**src/rtl/reconfig_dump_unit.sv**
```systemverilog
// Debugger UART control unit: decodes host commands, streams per-block configuration bytes, and dumps trace-buffer entries.
// Optional trailer: define RECONFIG_DUMP_CHECKSUM_EN to append an XOR checksum byte after each dump.
module reconfig_dump_unit #(
  parameter int         N            = 8,
  parameter int         TB_SIZE      = 8,
  parameter int         DATA_WIDTH   = 32,
  parameter int         MAX_CHAINS   = 4,
  parameter int         SLEEP_CYCLES = 25000000,
  parameter int         MEM_LATENCY  = 2,
  parameter logic [7:0] CMD_CONFIG   = 8'd42,
  parameter logic [7:0] CMD_DUMP     = 8'd68,
  localparam int        AW           = $clog2(TB_SIZE)
) (
  input  logic                           clk,
  input  logic                           reset,
  input  logic [7:0]                     rx_data,
  input  logic                           new_rx_data,
  output logic [7:0]                     tx_data,
  output logic                           new_tx_data,
  input  logic                           tx_busy,
  output logic                           tracing,
  output logic [7:0]                     configId,
  output logic [7:0]                     configData,
  output logic                           config_valid,
  output logic [AW-1:0]                  tb_mem_address,
  input  logic [AW:0]                    tb_valid_entries,
  input  logic [N-1:0][DATA_WIDTH-1:0]   vector_out_tb
);

  localparam int SW  = N * DATA_WIDTH;
  localparam int BPE = SW / 8;
  localparam int BW  = $clog2(BPE + 1);
  localparam int SCW = (SLEEP_CYCLES < 1) ? 1 : $clog2(SLEEP_CYCLES + 1);
  localparam int MW  = $clog2(MEM_LATENCY + 1);
  localparam int EW  = AW + 1;

  // Cumulative segment boundaries (exclusive end index) for block IDs 0..3.
  localparam logic [7:0] SEG0_END = 8'(1);
  localparam logic [7:0] SEG1_END = 8'(1 + 3 * MAX_CHAINS);
  localparam logic [7:0] SEG2_END = 8'(1 + 8 * MAX_CHAINS);
  localparam logic [7:0] SEG3_END = 8'(1 + 9 * MAX_CHAINS);
  localparam logic [7:0] CFG_LAST = 8'(11 * MAX_CHAINS);

  localparam logic [SCW-1:0] SLEEP_LAST = SCW'(SLEEP_CYCLES);
  localparam logic [MW-1:0]  MEM_LAST   = MW'(MEM_LATENCY - 1);
  localparam logic [BW-1:0]  BYTE_LAST  = BW'(BPE - 1);
  localparam logic [EW-1:0]  TB_MAX     = EW'(TB_SIZE);

  typedef enum logic [3:0] {
    ST_IDLE, ST_CONFIG, ST_SLEEP, ST_ADDR, ST_MEM_WAIT,
    ST_LOAD, ST_SEND, ST_WAIT_TX, ST_NEXT
  } state_t;

  state_t          state;
  logic [7:0]      cfg_cnt;
  logic            cfg_done;
  logic [SCW-1:0]  sleep_cnt;
  logic [MW-1:0]   mem_cnt;
  logic [BW-1:0]   byte_cnt;
  logic [EW-1:0]   entry;
  logic [EW-1:0]   e_max;
  logic            hdr_phase;
  logic            tx_first;
  logic [SW-1:0]   shift;
`ifdef RECONFIG_DUMP_CHECKSUM_EN
  logic [7:0]      csum;
  logic            csum_phase;
`endif

  function automatic logic [7:0] seg_id(input logic [7:0] idx);
    if (idx < SEG0_END)      return 8'd0;
    else if (idx < SEG1_END) return 8'd1;
    else if (idx < SEG2_END) return 8'd2;
    else if (idx < SEG3_END) return 8'd3;
    else                     return 8'd4;
  endfunction

  assign tracing = (state == ST_IDLE);

  always_ff @(posedge clk) begin
    if (reset) begin
      state          <= ST_IDLE;
      cfg_cnt        <= '0;
      cfg_done       <= 1'b0;
      sleep_cnt      <= '0;
      mem_cnt        <= '0;
      byte_cnt       <= '0;
      entry          <= '0;
      e_max          <= '0;
      hdr_phase      <= 1'b0;
      tx_first       <= 1'b0;
      shift          <= '0;
      tx_data        <= '0;
      new_tx_data    <= 1'b0;
      configId       <= '0;
      configData     <= '0;
      config_valid   <= 1'b0;
      tb_mem_address <= '0;
`ifdef RECONFIG_DUMP_CHECKSUM_EN
      csum           <= '0;
      csum_phase     <= 1'b0;
`endif
    end else begin
      new_tx_data  <= 1'b0;
      config_valid <= 1'b0;
      case (state)
        ST_IDLE: begin
          if (new_rx_data) begin
            if (rx_data == CMD_CONFIG) begin
              state    <= ST_CONFIG;
              cfg_cnt  <= '0;
              cfg_done <= 1'b0;
            end else if (rx_data == CMD_DUMP) begin
              state     <= ST_SLEEP;
              sleep_cnt <= '0;
              entry     <= '0;
              hdr_phase <= 1'b1;
              e_max     <= (tb_valid_entries > TB_MAX) ? TB_MAX : tb_valid_entries;
`ifdef RECONFIG_DUMP_CHECKSUM_EN
              csum       <= '0;
              csum_phase <= 1'b0;
`endif
            end
          end
        end
        ST_CONFIG: begin
          // Every byte here is payload, including ones equal to a command value.
          if (cfg_done) begin
            state <= ST_IDLE;
          end else if (new_rx_data) begin
            config_valid <= 1'b1;
            configData   <= rx_data;
            configId     <= seg_id(cfg_cnt);
            cfg_cnt      <= cfg_cnt + 8'd1;
            if (cfg_cnt == CFG_LAST) cfg_done <= 1'b1;
          end
        end
        ST_SLEEP: begin
          // The header byte goes out first, so the quiet period leads straight to LOAD.
          if (sleep_cnt == SLEEP_LAST) state <= ST_LOAD;
          else                         sleep_cnt <= sleep_cnt + 1'b1;
        end
        ST_ADDR: begin
          tb_mem_address <= entry[AW-1:0];
          mem_cnt        <= '0;
          state          <= ST_MEM_WAIT;
        end
        ST_MEM_WAIT: begin
          if (mem_cnt == MEM_LAST) state <= ST_LOAD;
          else                     mem_cnt <= mem_cnt + 1'b1;
        end
        ST_LOAD: begin
          byte_cnt <= '0;
          state    <= ST_SEND;
          if (hdr_phase)       shift <= SW'(8'(e_max));
`ifdef RECONFIG_DUMP_CHECKSUM_EN
          else if (csum_phase) shift <= SW'(csum);
`endif
          else                 shift <= vector_out_tb;
        end
        ST_SEND: begin
          tx_data     <= shift[7:0];
          new_tx_data <= 1'b1;
          tx_first    <= 1'b1;
          state       <= ST_WAIT_TX;
`ifdef RECONFIG_DUMP_CHECKSUM_EN
          csum        <= csum ^ shift[7:0];
`endif
        end
        ST_WAIT_TX: begin
          // The transmitter raises busy a cycle after the strobe, so skip the first look.
          if (tx_first)      tx_first <= 1'b0;
          else if (!tx_busy) state    <= ST_NEXT;
        end
        ST_NEXT: begin
          if (hdr_phase) begin
            hdr_phase <= 1'b0;
            if (e_max == '0) begin
`ifdef RECONFIG_DUMP_CHECKSUM_EN
              csum_phase <= 1'b1;
              state      <= ST_LOAD;
`else
              state      <= ST_IDLE;
`endif
            end else begin
              state <= ST_ADDR;
            end
          end
`ifdef RECONFIG_DUMP_CHECKSUM_EN
          else if (csum_phase) begin
            csum_phase <= 1'b0;
            state      <= ST_IDLE;
          end
`endif
          else if (byte_cnt != BYTE_LAST) begin
            shift    <= shift >> 8;
            byte_cnt <= byte_cnt + 1'b1;
            state    <= ST_SEND;
          end else if ((entry + EW'(1)) < e_max) begin
            entry <= entry + EW'(1);
            state <= ST_ADDR;
          end else begin
`ifdef RECONFIG_DUMP_CHECKSUM_EN
            csum_phase <= 1'b1;
            state      <= ST_LOAD;
`else
            state      <= ST_IDLE;
`endif
          end
        end
        default: state <= ST_IDLE;
      endcase
    end
  end

endmodule

```
**config.mk**
```make
export PLATFORM = sky130hd
export DESIGN_NAME = reconfig_dump_unit
export DESIGN_NICKNAME = d
export VERILOG_FILES = /design/src/rtl/reconfig_dump_unit.sv
export SDC_FILE = /design/constraint.sdc
export NUM_CORES = 1
export LEC_CHECK = 0
export CAP_MARGIN = 10
export CELL_PAD_IN_SITES_DETAIL_PLACEMENT = 0
export CELL_PAD_IN_SITES_GLOBAL_PLACEMENT = 1
export CORE_AREA = 2 2 210 212
export DETAILED_ROUTE_END_ITERATION = 7
export DIE_AREA = 0 0 212 214
export PLACE_DENSITY = 0.75
export SYNTH_ARGS = -nofsm -noshare
export SYNTH_HDL_FRONTEND = slang
export SYNTH_SLANG_ARGS = --single-unit
```
**constraint.sdc**
```tcl
create_clock -name clk -period 2.4 [get_ports clk]
set_input_delay 0.48 -clock clk [delete_from_list [all_inputs] [get_ports clk]]
set_output_delay 0.48 -clock clk [all_outputs]
set_load 0.02 [all_outputs]
```
# == Yosys cells after proc, flatten, opt, wreduce, memory -nomap -nowiden ==
# Index checks and enable logic that the tools add are counted.
# word_totals
ff_bits,341
out_inout_bits,30
word_cells,139
# classes
addsub,5
n_lt_le_gt_ge,6
eq_ne,32
n_mux,57
n_bitwise,3
n_reduce_logical,19
# ops
cell,n
2-to-1 mux 256 bit,3
one-hot mux 256 bit (2 select lines),1
2-to-1 mux 25 bit,4
2-to-1 mux 4 bit,16
one-hot mux 25 bit (2 select lines),1
one-hot mux 4 bit (9 select lines),1
2-to-1 mux 8 bit,4
!= test 2 bit (second input constant),15
adder 25 x 1 -> 25 bit (second input constant),1
== test 25 bit (second input constant),1
== test 4 x 3 -> 1 bit (second input constant),4
== test 8 x 6 -> 1 bit (second input constant),2
less-than comparator 8 x 6 -> 1 bit (second input constant),2
one-hot mux 8 bit (2 select lines),1
2-to-1 mux 3 bit,5
AND reduction 7 bit,2
2-to-1 mux 6 bit,2
one-hot mux 6 bit (2 select lines),1
nonzero test 2 bit,6
2-to-1 mux 1 bit,10
AND reduction 5 bit,2
AND reduction 3 bit,3
adder 8 x 1 -> 8 bit (second input constant),1
== test 4 x 2 -> 1 bit (second input constant),2
other kinds (23),32

# == Depth between registers and ports, before layout ==
# depth
word_depth,6
mapped_depth,9
mapped_depth_nobuf,8

# == Worst setup path before layout ==
# OpenSTA, ideal clock, no wires.
# synth_timing
path_kind,register to register
startpoint,reg state[3]
endpoint,reg sleep_cnt[24]
setup_time_ns,0.071
t_arrival_ns,2.060
required_time_ns,2.329
setup_slack_ns,0.269
stages_incl_launch_ff,8
n_path_buf,2
period_less_slack_ns,2.131
path_cell_list,dfxtp_1 > buf_4 > nor4_4 > and4_1 > buf_2 > o211ai_2 > or4_1 > a21oi_1
# synth_via
elab_chain_len,3
# synth_lines
element,line_no,source
start: declaration,54,state_t state;
start signal: assignment,82,state <= ST_IDLE;
start signal: assignment,110,state <= ST_CONFIG;
start signal: assignment,114,state <= ST_SLEEP;
logical NOT 4 bit *,--,
net tracing,21,"output logic tracing,"
!= test 2 x 1 -> 1 bit (no line) (tied with other cells),--,
AND reduction 5 bit (no line),--,
end signal: assignment,141,else sleep_cnt <= sleep_cnt + 1'b1;
end: declaration,57,logic [SCW-1:0] sleep_cnt;
# Mark *: on every way through the listed nets, which the timed path passes. The rest lies on a longest branch.
# A chain may end at the register's enable or synchronous reset.

# == Final worst setup path ==
# layout_timing
startpoint,reg byte_cnt[0]
endpoint,reg shift[128]
# layout_via
elab_chain_len,3
# layout_lines
element,line_no,source
start: declaration,59,logic [BW-1:0] byte_cnt;
start signal: assignment,197,byte_cnt <= byte_cnt + 1'b1;
!= test 6 x 5 -> 1 bit,195,else if (byte_cnt != BYTE_LAST) begin
!= test 2 bit (no line),--,
AND reduction 3 bit (no line),--,
end signal: assignment,155,if (hdr_phase) shift <= SW'(8'(e_max));
end signal: assignment,159,else shift <= vector_out_tb;
end signal: assignment,196,shift <= shift >> 8;
end: declaration,64,logic [SW-1:0] shift;
# Every way passes these cells.

==> results.py <==
metrics = {
    "status": {
        "status": "finished clean",
    },
    "setup_path": {
        "cp.required_ns": 2.80,
        "startpoint": "byte_cnt[0]",
        "cp_num_buf_inv": 1,
        "cp.depth": 7,
        "worstPathCellList": "ha_1 -> nor2b_1 -> a211o_1 -> a21o_4 -> buf_12 -> a211oi_1 -> nor3_1",
        "criticalPathCategory": "register to register",
        "crit_end": "shift[128]",
        "arrival_ns": 2.68,
        "cp_max_fo": 62,
        "cp-start-kind": "register",
        "endpoint_kind": "register",
        "cpLargestDelayFamily": "compound AO/OA/AOI/OAI gates",
        "timing.rr.end": "shift[128]",
        "r2r_cells": 7,
        "r2r-start": "byte_cnt[0]",
        "r2r_setup_slack_ns": 0.12,
        "cp_slowest_cell": "dfxtp_1",
        "slowest_delay_ns": 0.34,
    },
    "clock_tree": {
        "cts_root_buf": "clkbuf_16",
        "htree_levels": 2,
        "cts_sinks": 336,
        "cts.hold.buffers_added": 0,
        "numCtsBuffers": 39,
        "clk_latency_ns": 0.56,
        "cts_tree": "done",
        "clockBufferDepth": 3,
        "clkTransAtPathRegs_ns": 0.06,
    },
    "layout": {
        "syn2layout_area_growth_pct": 31.34,
        "register_area_um2": 6728,
        "fin_nets": 2455,
        "drive_gt1_frac": 0.07412,
        "fillers": 4188,
        "multiInputGateArea_um2": 8089,
        "utilization": 0.4851,
    },
    "power": {
        "power_frac_seq": 0.450,
        "power_leakage_uw": 0.007363,
        "power_density_nw_per_um2": 596.4,
        "ir_drop_mv": 0.4021,
        "clkPwrFrac": 0.487,
        "p_comb_frac": 0.064,
        "p_sw_frac": 0.2139,
        "power.switching_uw": 2654,
        "p_int_uw": 9754,
    },
    "detailed_routing": {
        "num_vias": 15000,
        "remaining_drc_errors": 0,
        "viasPerCell": 5.381,
        "drt-wirelength-per-cell_um": 17.90,
        "drtAntennaViolNets": 0,
        "routed_wl_mm": 49.90,
        "firstDrtPassIters": 7,
        "first_iter_violations": 1271,
    },
    "yosys": {
        "yosysUniqueCellTypes": 58,
        "postSynth.asyncResetShare": 0,
        "yosysSeqAreaShare": 0.4247,
        "synth-main-ff-cell": "dfxtp_1",
        "syn_inst": 1947,
        "synth_area_um2": 15840,
        "synthTopCellsByArea": "dfxtp_1 42%, a211oi_1 12%, and3_1 9.9%, nor3_1 8.0%, nor2_1 6.8%",
        "synth.ff_latch_count": 336,
        "synth.top_cell.area_share": 0.4247,
        "synth_common_cells": "336 x dfxtp_1, 287 x nor2_1, 252 x nor3_1",
        "synth_largest_area_cell": "dfxtp_1",
        "ys_warn_count": 0,
        "avgSynthCellArea_um2": 8.135,
        "synth_edf_count": 0,
        "synth_most_common_cell": "dfxtp_1",
    },
    "sta": {
        "rsz0062_at_grt": "no",
        "slew_viol_final": 0,
        "final.period_utilization": 0.9504,
        "fin_worst_skew_ns": 0.02041,
        "tns_ns": 0,
        "setup_viol": 0,
        "worst_slew_pin_slew_ns": 0.6914,
        "slew_headroom": 0.5391,
        "fin_ws_ns": 0.1189,
        "max_freq_ghz": 0.4384,
        "finalHoldViolations": 0,
        "post-route-min-period_ns": 2.281,
    },
    "floorplan": {
        "dieArea_um2": 45370,
        "start_util": 0.3693,
        "fp-row-count": 76,
        "coreArea_um2": 42890,
        "die_x_um": 212,
        "ios": 302,
        "die_h_um": 214,
    },
    "global_routing": {
        "overflow": 0,
        "grt_max_degree": 142,
        "antenna_found_initial": 6,
        "grt_pass1_wl_mm": 77.70,
        "grt_usage": 0.2115,
        "grt_pass1_vias": 14190,
    },
    "placement": {
        "dp_slack_ns": -0.3105,
        "hpwl_mm": 33.11,
        "port_buffers": 296,
        "gp_congestion": 0.8117,
    },
    "job": {
        "maxCapViolCount": 0,
    },
    "min_path": {
        "worstHoldPathType": "input pin to register",
    },
}
## layout make-up
| type | count | share of cell area |
|---|---|---|
| Multi-Input combinational cell | 1400 | 0.3888 |
| Sequential cell | 336 | 0.3234 |
| Timing Repair Buffer | 380 | 0.1868 |
| Clock buffer | 59 | 0.05786 |
| Tap cell | 585 | 0.03519 |
| Clock inverter | 8 | 0.004331 |
| Inverter | 16 | 0.003128 |
| Antenna cell | 4 | 0.0004812 |
## worst reg2reg max path, cell delays in order, from the launching register on
cell      delay [ns]
dfxtp_1         0.34
ha_1            0.24
nor2b_1         0.18
a211o_1         0.34
a21o_4          0.34
buf_12          0.25
a211oi_1        0.35
nor3_1          0.07
## routing by layer
layer | vias to the layer above | GRT usage | share of wire
met4 | 4 | 0.06174 | 0.019
met3 | 59 | 0.04105 | 0.053
met5 | - | 0 | 0.00058
met2 | 338 | 0.3307 | 0.47
met1 | 7089 | 0.2944 | 0.46
li1 | 7512 | - | -
## metrics by stage
step	total power (µW)	hold slack [ns]	cells	area [µm²]
after CTS	12560	0.2654	2782	20750
after floorplan	5966	0.4321	1951	15850
after global placement	6494	0.4424	2715	19460
after detailed placement	6494	0.4471	2715	19460
after global routing	12840	0.2994	2788	20800
final	12410	0.2936	2788	20800
## repair_timing
action	CTS	global route
setup buffers	0	1
endpoints found under the setup margin	1	4
resized for setup	1	3
gates cloned	0	1
endpoints found under the hold margin	0	0
pin swaps	0	1
## power by group through the flow
stage,clock network [µW],logic (µW),registers [µW]
after floorplan,0,265,5700
after global placement,0,793,5700
after detailed placement,0,792,5700
final,6040,791,5580
after global routing,6410,850,5570
after CTS,6190,796,5580
## worst min path at each step
| stage | startpoint | to | slack, ns | cells after the start |
|---|---|---|---|---|
| after floorplan | shift[0] | tx_data[0] | 0.43 | 2 |
| after global placement | configData[2] | configData[2] | 0.44 | 2 |
| after detailed placement | configData[2] | configData[2] | 0.45 | 2 |
| after CTS | reset | config_valid | 0.27 | 2 |
| after global routing | reset | mem_cnt[0] | 0.30 | 2 |
| final | reset | config_valid | 0.29 | 2 |
## cell families (layout without fill, tap and decap cells)
| logic type | after synthesis | in the layout | share of synthesized area |
|---|---|---|---|
| adders and majority gates | 10 | 10 | 0.007900 |
| buffers and inverters | 215 | 463 | 0.06841 |
| xor gates and xnor gates | 16 | 16 | 0.008847 |
| other | 1 | 9 | 0.0002368 |
| DFF | 336 | 336 | 0.4247 |
| and+or+nand+nor | 974 | 974 | 0.3095 |
| AOI/OAI and AO/OA | 387 | 387 | 0.1754 |
| muxes | 8 | 8 | 0.005056 |
## state kept, by name, summed over array words and instances, names as in the netlist
register,cells
byte_cnt,6
cfg_cnt,8
cfg_done,1
configData,8
configId,3
config_valid,1
e_max,4
entry,4
hdr_phase,1
mem_cnt,2
new_tx_data,1
shift,256
sleep_cnt,25
state,4
tb_mem_address,3
tx_data,8
tx_first,1
## cell usage in the layout, fill, tap and decap left out, drive strengths merged, types with 5 or more instances in the layout
cell type	n
a21oi	56
or4	10
a22oi	9
inv	15
o21ai	20
xnor2	6
mux2i	8
and3	251
or3	11
and4	5
nand2b	6
clkinv	7
o31ai	6
nor2	287
clkbuf	60
nand4	13
conb	5
a2111o	8
dfxtp	336
clkdlybuf4s50	294
ha	10
a211oi	251
nor3	254
xor2	10
buf	84
o211ai	15
nand2	88
nand3	22
and2	5
Note: power is estimated with default switching activity, not from simulation.
